[config.mk]
export PLATFORM = sky130hd
export DESIGN_NAME = serial_subtractor
export DESIGN_NICKNAME = d
export VERILOG_FILES = /design/src/rtl/serial_subtractor.sv
export SDC_FILE = /design/constraint.sdc
export NUM_CORES = 1
export LEC_CHECK = 0
export BUFFER_PORTS_ARGS = -buffer_cell sky130_fd_sc_hd__clkbuf_2
export CAP_MARGIN = 20
export CORE_ASPECT_RATIO = 1.1
export CORE_MARGIN = 2
export CORE_UTILIZATION = 58
export CTS_BUF_LIST = sky130_fd_sc_hd__clkbuf_8
export DETAILED_ROUTE_END_ITERATION = 8
export PLACE_DENSITY = 0.82
export SLEW_MARGIN = 20
export SYNTH_ARGS = -nofsm -noshare
export SYNTH_HDL_FRONTEND = slang
export SYNTH_SLANG_ARGS = --single-unit
[constraint.sdc]
create_clock -name clk -period 3.9 [get_ports clk]
set_input_delay 0.78 -clock clk [delete_from_list [all_inputs] [get_ports clk]]
set_output_delay 0.78 -clock clk [all_outputs]
set_load 0.005 [all_outputs]
[src/rtl/serial_subtractor.sv]
// Bit-serial subtractor: one full-adder cell computes a + ~b + 1 LSB-first,
// one bit per clock, then latches difference, borrow and zero flags.
module serial_subtractor #(
  parameter int WIDTH = 4
) (
  input  logic             clk,
  input  logic             rst,
  input  logic             start,
  input  logic [WIDTH-1:0] a,
  input  logic [WIDTH-1:0] b,
  output logic             busy,
  output logic             done,
  output logic [WIDTH-1:0] diff,
  output logic             borrow,
  output logic             zero
);

  localparam int             CW   = $clog2(WIDTH);
  localparam logic [CW-1:0]  LAST = CW'(WIDTH - 1);

  typedef enum logic {IDLE, SHIFT} state_t;

  state_t           state, state_nxt;
  logic [WIDTH-1:0] a_sh, b_sh, res, res_nxt;
  logic [CW-1:0]    cnt;
  logic             carry;
  logic             s, cout, last, accept;

  function automatic logic fa_sum(input logic x, input logic y, input logic ci);
    return x ^ y ^ ci;
  endfunction

  function automatic logic fa_carry(input logic x, input logic y, input logic ci);
    return (x & y) | (x & ci) | (y & ci);
  endfunction

  // Subtrahend bit is inverted into the adder; carry starts at 1 (two's complement)
  always_comb begin
    s         = fa_sum(a_sh[0], ~b_sh[0], carry);
    cout      = fa_carry(a_sh[0], ~b_sh[0], carry);
    res_nxt   = {s, res[WIDTH-1:1]};
    last      = (cnt == LAST);
    accept    = 1'b0;
    state_nxt = state;
    case (state)
      IDLE: begin
        if (start) begin
          accept    = 1'b1;
          state_nxt = SHIFT;
        end
      end
      SHIFT: begin
        if (last) state_nxt = IDLE;
      end
      default: state_nxt = IDLE;
    endcase
  end

  always_ff @(posedge clk or posedge rst) begin
    if (rst) state <= IDLE;
    else     state <= state_nxt;
  end

  always_ff @(posedge clk or posedge rst) begin
    if (rst) begin
      a_sh   <= '0;
      b_sh   <= '0;
      res    <= '0;
      cnt    <= '0;
      carry  <= 1'b0;
      busy   <= 1'b0;
      done   <= 1'b0;
      diff   <= '0;
      borrow <= 1'b0;
      zero   <= 1'b0;
    end else begin
      done <= 1'b0;
      if (accept) begin
        a_sh  <= a;
        b_sh  <= b;
        res   <= '0;
        carry <= 1'b1;
        cnt   <= '0;
        busy  <= 1'b1;
      end else if (state == SHIFT) begin
        carry <= cout;
        res   <= res_nxt;
        a_sh  <= a_sh >> 1;
        b_sh  <= b_sh >> 1;
        cnt   <= cnt + 1'b1;
        // Final bit: publish result; borrow is the inverted carry-out
        if (last) begin
          diff   <= res_nxt;
          borrow <= ~cout;
          zero   <= (res_nxt == '0);
          done   <= 1'b1;
          busy   <= 1'b0;
        end
      end
    end
  end

endmodule
==> flow_summary_export.csv, run 1 <==
group,metric,value,unit
final_layout,final_common_cell,"dfrtp_1",
drt,remaining_drc_errors,0,
sta,slew-limit-headroom,44.8,%
critical_path,required,3120,ps
clocking,cts.path.max_buffers,2,
drt,antenna_left,0,
pwr,p_per_area,747,mW/mm2
die,die_x,43.3,um
critical_path,endpoint_kind,"output pin",
drt,drt_iter0_drc,11,
pwr,switching_share,31.8,%
critical_path,cp_data_arrival_time,770,ps
grt,grt_pass1_wl,2480,um
critical_path,crit_buf_inv,1,
die,die_y,47.2,um
pwr,power_frac_clock,16.5,%
die,initial_core_util,62.4,%
placement,dp_hpwl,983,um
grt,antenna_found_initial,0,
clocking,ctsRootBufferMaster,"clkbuf_8",
critical_path,reg2regPathDepth,2,
clocking,postCtsResizedCells,0,
final_layout,final_cell_mix,"dfrtp_1, clkbuf_2, nand2_1, o21ai_0, mux2i_1",
sta,setup_viol,0,
placement,post-place-ws,2230,ps
grt,grt_pass1_vias,562,
placement,portBuffers,18,
yosys,ys_seq_elements,23,
die,coreArea,0.00158,mm2
sta,rsz0062_at_grt,"false",
pwr,pwr-share-comb,32.1,%
pwr,p_leak,0.000589,uW
critical_path,path_class,"reg2out",
yosys,syn_nets,92,
die,die-area,0.00204,mm2
sta,final.min_clock_period,1550,ps
critical_path,worstPathCellList,"clkbuf_2",
drt,wl,1440,um
grt,grt_overflow,0,
pwr,power_frac_seq,51.3,%
drt,highest_layer,"met4",
critical_path,cp_num_cells,1,
final_layout,drive_gt1_share,28.9,%
clocking,cts_tree,"done",
clocking,cts.sinks,23,
yosys,ys_seq_area_share,58.5,%
sta,period_share,39.6,%
drt,vias_per_cell,5.43,
critical_path,max_stage_delay,400,ps
final_layout,finalNonFillerCells,114,
yosys,yosysWarnings,0,
final_layout,fillers,125,
hold_path,min_path_type,"reg2reg",
status,status,"completed",
yosys,synth.distinct_cells,20,
die,io_pins,19,
clocking,hold_buffers,0,
sta,tightest_slew,828,ps
yosys,synth_area_per_cell,12.4,um2
clocking,h-tree-depth,1,
placement,routabilityCongestion,0.670,
hold_path,holdPathStages,2,
clocking,post_cts_buffers,0,
clocking,cts.clk_slew.worst_paths,70,ps
final_layout,final_net_count,111,
critical_path,critical_path.top_delay_family,"flip-flops",
clocking,cts_buffers,3,
drt,first_pass_iters,4,
final_layout,postLayoutCellArea,0.00111,mm2
placement,dp.cells,110,
drt,met1_length,678,um
drt,avgRoutedWirePerCell,12.7,um
yosys,syn_inst,79,
sta,max_freq,0.647,GHz
pwr,intPower,566,uW
pwr,peakVddDrop,0.397,mV
critical_path,critPathSlowestCell,"dfrtp_1",
grt,grt_max_degree,30,
drt,wl_met2,677,um
sta,timing.final.ws_setup,2350,ps
yosys,synth_area,983,um2
critical_path,start_kind,"register",
sta,slew_viol_final,0,
final_layout,antennaDiodeCount,0,
die,rows,15,
final_layout,multiInputGateArea,365,um2
clocking,clkLatencyLatePin,260,ps
sta,finalSetupTns,0,ps
final_layout,regArea,576,um2
pwr,p_switching,264,uW
grt,track_usage,17.0,%
drt,met3_length,61,um
sta,fin_skew,2.86,ps
flow_run,drv_cap,0,
final_layout,area_delta_synth_final,13.1,%
critical_path,critical_path.max_fanout,2,
placement,placed_cell_area,0.00107,mm2
drt,routed-via-count,619,
sta,hold_viol,0,
-- final cells by class --
class | instances | area share [%]
Tap cell | 17 | 1.91
Inverter | 4 | 1.35
Timing Repair Buffer | 18 | 8.10
Clock inverter | 1 | 0.337
Sequential cell | 23 | 51.7
Clock buffer | 3 | 3.71
Multi-Input combinational cell | 48 | 32.8
-- path summary, 6_finish.rpt --
path	slack, ps	start	end
setup / recovery	2350	borrow	borrow
hold / removal	490	a_sh[1]	a_sh[0]
setup reg to reg	2360	state	diff[3]
hold reg to reg	490	a_sh[1]	a_sh[0]
max in group asynchronous	2740	rst	diff[0]
min in group asynchronous	660	rst	borrow
-- logic make-up after synthesis --
logic type | share of synthesized area (%)
compound gates | 8.91
buf+inv | 4.32
mux | 16.9
simple gates | 8.01
flops | 58.5
fa+ha+maj | 3.31
-- cell usage after synthesis (all sizes together) --
library cell,number,area share [%]
a21oi,2,1.0
nor2,4,1.5
nand2,10,4.6
a22o,3,2.7
inv,4,1.5
buf,3,2.4
a31oi,1,0.64
clkbuf,1,0.38
mux2i,8,8.1
ha,1,1.3
fa,1,2.0
dfrtp,23,59
mux2,6,8.8
o21ai,9,4.6
nand2b,2,1.3
nor4,1,0.64
-- flip-flops by register name (all words and copies together), names as in the netlist --
| signal | count |
|---|---|
| carry | 1 |
| diff | 4 |
| busy | 1 |
| a_sh | 4 |
| b_sh | 4 |
| state | 1 |
| done | 1 |
| zero | 1 |
| res | 3 |
| cnt | 2 |
| borrow | 1 |
-- power groups by stage --
stage | logic [uW] | registers (uW) | clock network (uW)
CTS | 272 | 428 | 143
finish | 267 | 426 | 137
floorplan | 230 | 394 | 0
global route | 305 | 443 | 153
global placement | 262 | 424 | 0
detailed placement | 271 | 430 | 0
-- stage by stage --
| step | power (uW) | utilization, % | hold slack [ps] |
|---|---|---|---|
| final | 830 | 70.6 | 487 |
| after global routing | 901 | 70.6 | 522 |
| after CTS | 844 | 70.6 | 489 |
| after detailed placement | 701 | 67.7 | 470 |
| after global placement | 686 | 67.7 | 458 |
| after floorplan | 624 | - | 449 |
-- metal layers --
layer / global-route usage [%] / vias to the layer above
met2: 26.6 / 17
li1: - / 303
met1: 22.4 / 295
met4: 10.9 / 0
met5: 0 / -
met3: 2.69 / 4
(Power assumes the default switching activity.)
==> run 2, diff against run 1 <==
CORE_UTILIZATION = 50   (was 58)
PLACE_DENSITY = 0.75   (was 0.82)
clock period = 1.25 ns   (was 3.9 ns; I/O delays follow)
==> run 2 against run 1 <==
The flow now finishes with violations (setup timing). Global-route usage decreased by 0.67 points. Clock power rose to 3.1 times the previous value. Critical endpoint is now zero. Register-to-register slack got worse by 2600 ps. Via count grew 3.2%. Sequential power grew to 3.0 times the previous value. Cell count rose by 14%. Clock-buffer cell count unchanged. Hold slack lost 480 ps. Non-clock buffer count increased by 6. Flip-flop and latch count stayed put. Total power increased to 3.3 times the previous value.
==> flow_summary_export.csv, run 2 (synthesis gave the netlist of run 1 again) <==
group,metric,value,unit
clocking,ctsRootBufferMaster,"clkbuf_8",
final_layout,top_regs,"a_sh x4, b_sh x4, diff x4",
drt,wl,1600,um
sta,max_freq,0.690,GHz
critical_path,endpoint_kind,"register",
clocking,cts.clk_slew.worst_paths,70,ps
final_layout,postLayoutCellArea,0.00120,mm2
pwr,p_per_area,2300,mW/mm2
critical_path,cp_data_arrival_time,1590,ps
final_layout,antennaDiodeCount,0,
die,io_pins,19,
sta,finalSetupTns,-259,ps
sta,setup_viol,2,
final_layout,final_common_cell,"dfrtp_1",
grt,grt_pass1_wl,2720,um
clocking,cts_tree,"done",
sta,slew_viol_final,0,
grt,track_usage,16.3,%
critical_path,required,1390,ps
final_layout,drive_gt1_share,35.9,%
grt,antenna_found_initial,0,
sta,rsz0062_at_grt,"true",
die,die-area,0.00234,mm2
clocking,clkLatencyLatePin,250,ps
final_layout,final_util,66.1,%
sta,slew-limit-headroom,81.3,%
placement,routabilityCongestion,0.765,
final_layout,area_delta_synth_final,22.4,%
sta,period_share,116,%
clocking,post_cts_buffers,0,
placement,post-place-ws,-190,ps
grt,grt_max_degree,24,
critical_path,start_kind,"register",
sta,hold_viol,0,
clocking,h-tree-depth,1,
drt,vias_per_cell,4.92,
clocking,cts.sinks,23,
status,status,"finished with violations",
placement,dp_hpwl,1140,um
die,initial_core_util,54.0,%
drt,avgRoutedWirePerCell,12.3,um
drt,antenna_left,0,
drt,drt_iter0_drc,4,
drt,first_pass_iters,2,
grt,grt_pass1_vias,639,
clocking,cts_buffers,3,
final_layout,fillers,146,
grt,grt_overflow,0,
sta,timing.final.ws_setup,-199,ps
sta,final.min_clock_period,1450,ps
critical_path,path_class,"reg2reg",
clocking,cts.path.max_buffers,2,
critical_path,critical_path.max_fanout,3,
status,violations,"setup timing",
final_layout,final_cell_mix,"dfrtp_1, clkbuf_2, nand2_1",
die,die_x,46.3,um
die,die_y,50.5,um
placement,placed_cell_area,0.00115,mm2
die,coreArea,0.00182,mm2
final_layout,final_net_count,117,
flow_run,drv_cap,0,
drt,routed-via-count,639,
die,rows,16,
drt,remaining_drc_errors,0,
sta,tightest_slew,281,ps
sta,fin_skew,3.00,ps
pwr,p_leak,0.000628,uW
placement,portBuffers,18,
hold_path,min_path_type,"in2async",
pwr,peakVddDrop,1.02,mV
[run 2: timing repair]
item                                    CTS  global route
endpoints found under the hold margin     0             0
gates resized for setup                   0             4
hold buffers                              0             0
endpoints found under the setup margin    2             2
pin swaps                                 1             1
[run 2: worst paths after layout]
path / start / endpoint / slack [ps] / depth (start not counted)
max in group asynchronous: rst / b_sh[1] / 1030 / 3
worst min register to register: b_sh[3] / b_sh[2] / 490 / 2
worst min-delay path: rst / done / 3 / 3
worst max register to register: b_sh[0] / zero / -200 / 4
min in group clk: b[3] / b_sh[3] / 230 / 3
worst max-delay path: b_sh[0] / zero / -200 / 4
[run 2: cell type report]
cell class                 count  area (um2)  area share, %
clock buffer                   3        41.3           3.43
multi-input combinational     48         374           31.1
sequential                    23         576           47.8
tap                           27        33.8           2.81
clock inverter                 1        3.75          0.312
timing repair buffer          24         160           13.3
inverter                       4        15.0           1.25
[run 2: report_power, final]
part | internal [uW] | switching [uW]
registers | 1050 | 228
clock network | 218 | 209
logic | 616 | 449
[run 2: per-layer routing]
layer	share of wire, %	GRT usage, %
met5	0	0
met4	1.3	8.57
met3	2.9	2.16
met2	53	27.1
met1	43	19.8
[run 2: critical path, cell delays in order (launching register included)]
cell     delay (ps)
dfrtp_1         370
inv_2            50
fa_2            600
nor4_2           50
mux2_4          270
[run 2: stage by stage]
stage	power (uW)	std cells	hold WS [ps]
5_1_grt	3020	130	24.5
4_1_cts	2770	130	8.64
3_5_place_dp	2330	126	288
2_1_floorplan	1940	79	252
6_report	2770	130	3.01
3_3_place_gp	2270	126	279
==> run 3, diff against run 2 <==
REMOVE_ABC_BUFFERS = 1   (was default)
==> run 3 against run 2 <==
The flow still finishes with violations (setup timing). Sequential share of layout area increased by 0.65 points. Cell count up 0.77%. Routed wire length increased by 1.6%. Flip-flop and latch count stayed put. Hold slack got worse by 2.9 ps. Register-to-register slack hardly changed. Design area is 1.4% lower. Clock skew fell by 1.2 ps. Total power shrank 0.42%. Non-clock buffer count is 1 higher. Critical path depth down 1. First-iteration DRC count rose by 75%.
==> flow_summary_export.csv, run 3 (synthesis gave the netlist of run 1 again) <==
group,metric,value,unit
status,status,"finished with violations",
status,violations,"setup timing",
sta,period_share,116,%
final_layout,final_net_count,118,
final_layout,area_delta_synth_final,20.7,%
clocking,ctsRootBufferMaster,"clkbuf_8",
critical_path,r2r-start,"carry",
placement,dp_hpwl,1180,um
final_layout,drive_gt1_share,37.5,%
critical_path,critPathSlowestCell,"fa_1",
sta,finalSetupTns,-289,ps
die,die_x,46.3,um
clocking,clkLatencyLatePin,260,ps
critical_path,max_stage_delay,610,ps
drt,antenna_left,0,
drt,drt_iter0_drc,7,
final_layout,antennaDiodeCount,0,
sta,max_freq,0.690,GHz
grt,grt_pass1_wl,2920,um
sta,slew_viol_final,0,
clocking,cts.path.max_buffers,2,
sta,tightest_slew,321,ps
drt,vias_per_cell,4.83,
die,rows,16,
die,initial_core_util,54.0,%
critical_path,crit_end,"zero",
grt,grt_overflow,0,
critical_path,r2r_slack,-200,ps
drt,first_pass_iters,2,
placement,routabilityCongestion,0.706,
clocking,hold_buffers,0,
final_layout,final_cell_mix,"dfrtp_1, clkbuf_2, nand2_1",
pwr,peakVddDrop,1.19,mV
grt,track_usage,18.0,%
sta,rsz0062_at_grt,"true",
sta,final.min_clock_period,1450,ps
critical_path,endpoint_kind,"register",
final_layout,postLayoutCellArea,0.00119,mm2
sta,fin_skew,1.84,ps
placement,portBuffers,18,
drt,avgRoutedWirePerCell,12.4,um
placement,placed_cell_area,0.00112,mm2
clocking,cts.sinks,23,
sta,timing.final.ws_setup,-200,ps
sta,hold_viol,0,
final_layout,final_common_cell,"dfrtp_1",
grt,grt_pass1_vias,676,
clocking,h-tree-depth,1,
pwr,p_per_area,2330,mW/mm2
drt,routed-via-count,633,
die,io_pins,19,
sta,setup_viol,2,
die,die_y,50.5,um
clocking,cts_buffers,3,
drt,remaining_drc_errors,0,
grt,antenna_found_initial,0,
critical_path,cp_data_arrival_time,1600,ps
critical_path,path_class,"reg2reg",
drt,wl,1620,um
pwr,p_leak,0.000620,uW
critical_path,start_kind,"register",
clocking,cts.clk_slew.worst_paths,70,ps
die,coreArea,0.00182,mm2
sta,slew-limit-headroom,78.6,%
pwr,power,2760,uW
hold_path,min_path_type,"in2async",
clocking,cts_tree,"done",
critical_path,worstPathCellList,"fa_1 > nor4_2 > mux2_4",
critical_path,critical_path.startpoint,"carry",
final_layout,top_regs,"a_sh x4, b_sh x4, diff x4",
critical_path,required,1400,ps
die,die-area,0.00234,mm2
flow_run,drv_cap,0,
critical_path,critical_path.max_fanout,3,
grt,grt_max_degree,24,
critical_path,reg2regPathDepth,3,
critical_path,reg2reg_to,"zero",
## run 3: cell count changes in the layout (fill, tap and decap cells not counted), sizes merged
cell    delta
buf        +1
clkinv     +1
inv        -1
## run 3: layout make-up
type / count / area [um2]
clock buffer: 3 / 41.3
clock inverter: 1 / 5.00
fill: 157 / 634
inverter: 4 / 15.0
multi-input combinational: 48 / 374
sequential: 23 / 576
tap: 27 / 33.8
timing repair buffer: 25 / 143
## run 3: critical path: cells and delay by family, from the launching register on
family | cells | cell delay (ps)
fa+ha+maj | 1 | 610
mux | 1 | 270
simple gates | 1 | 60
flops | 1 | 410
## run 3: worst min path at each step
stage	cells past startpoint	end	slack, ps	start
after floorplan	1	a_sh[0]	250	rst
after global placement	3	diff[2]	280	rst
after detailed placement	3	diff[2]	290	rst
after CTS	3	busy	3	rst
after global routing	3	busy	30	rst
final	3	done	0.1	rst
## run 3: stage by stage
stage / worst slack, ps / std cells / hold slack [ps] / utilization, %
final: -200 / 131 / 0.119 / 65.2
after global routing: -238 / 131 / 28.1 / 65.2
after CTS: -181 / 131 / 3.32 / 65.0
after detailed placement: -235 / 126 / 287 / 61.7
after global placement: -161 / 126 / 279 / 61.7
after floorplan: -131 / 75 / 252 / -
## run 3: power breakdown
group          internal (uW)  leakage (uW)  total [uW]  switching, uW
Sequential              1060      0.000289        1280            221
Combinational            586      0.000306        1050            460
Clock                    222     0.0000255         441            219
## run 3: timing repair
item / in CTS / in global routing
pin swaps: 2 / 1
gates cloned: 0 / 0
setup buffers: 1 / 0
gates resized for setup: 2 / 2
endpoints found under the setup margin: 2 / 4
## run 3: metal layers
layer	wire length [um]	vias up	GRT usage, %
li1	-	314	-
met1	729	301	22.1
met2	819	16	28.2
met3	54	2	4.32
met4	21	0	10.0
met5	0	-	0
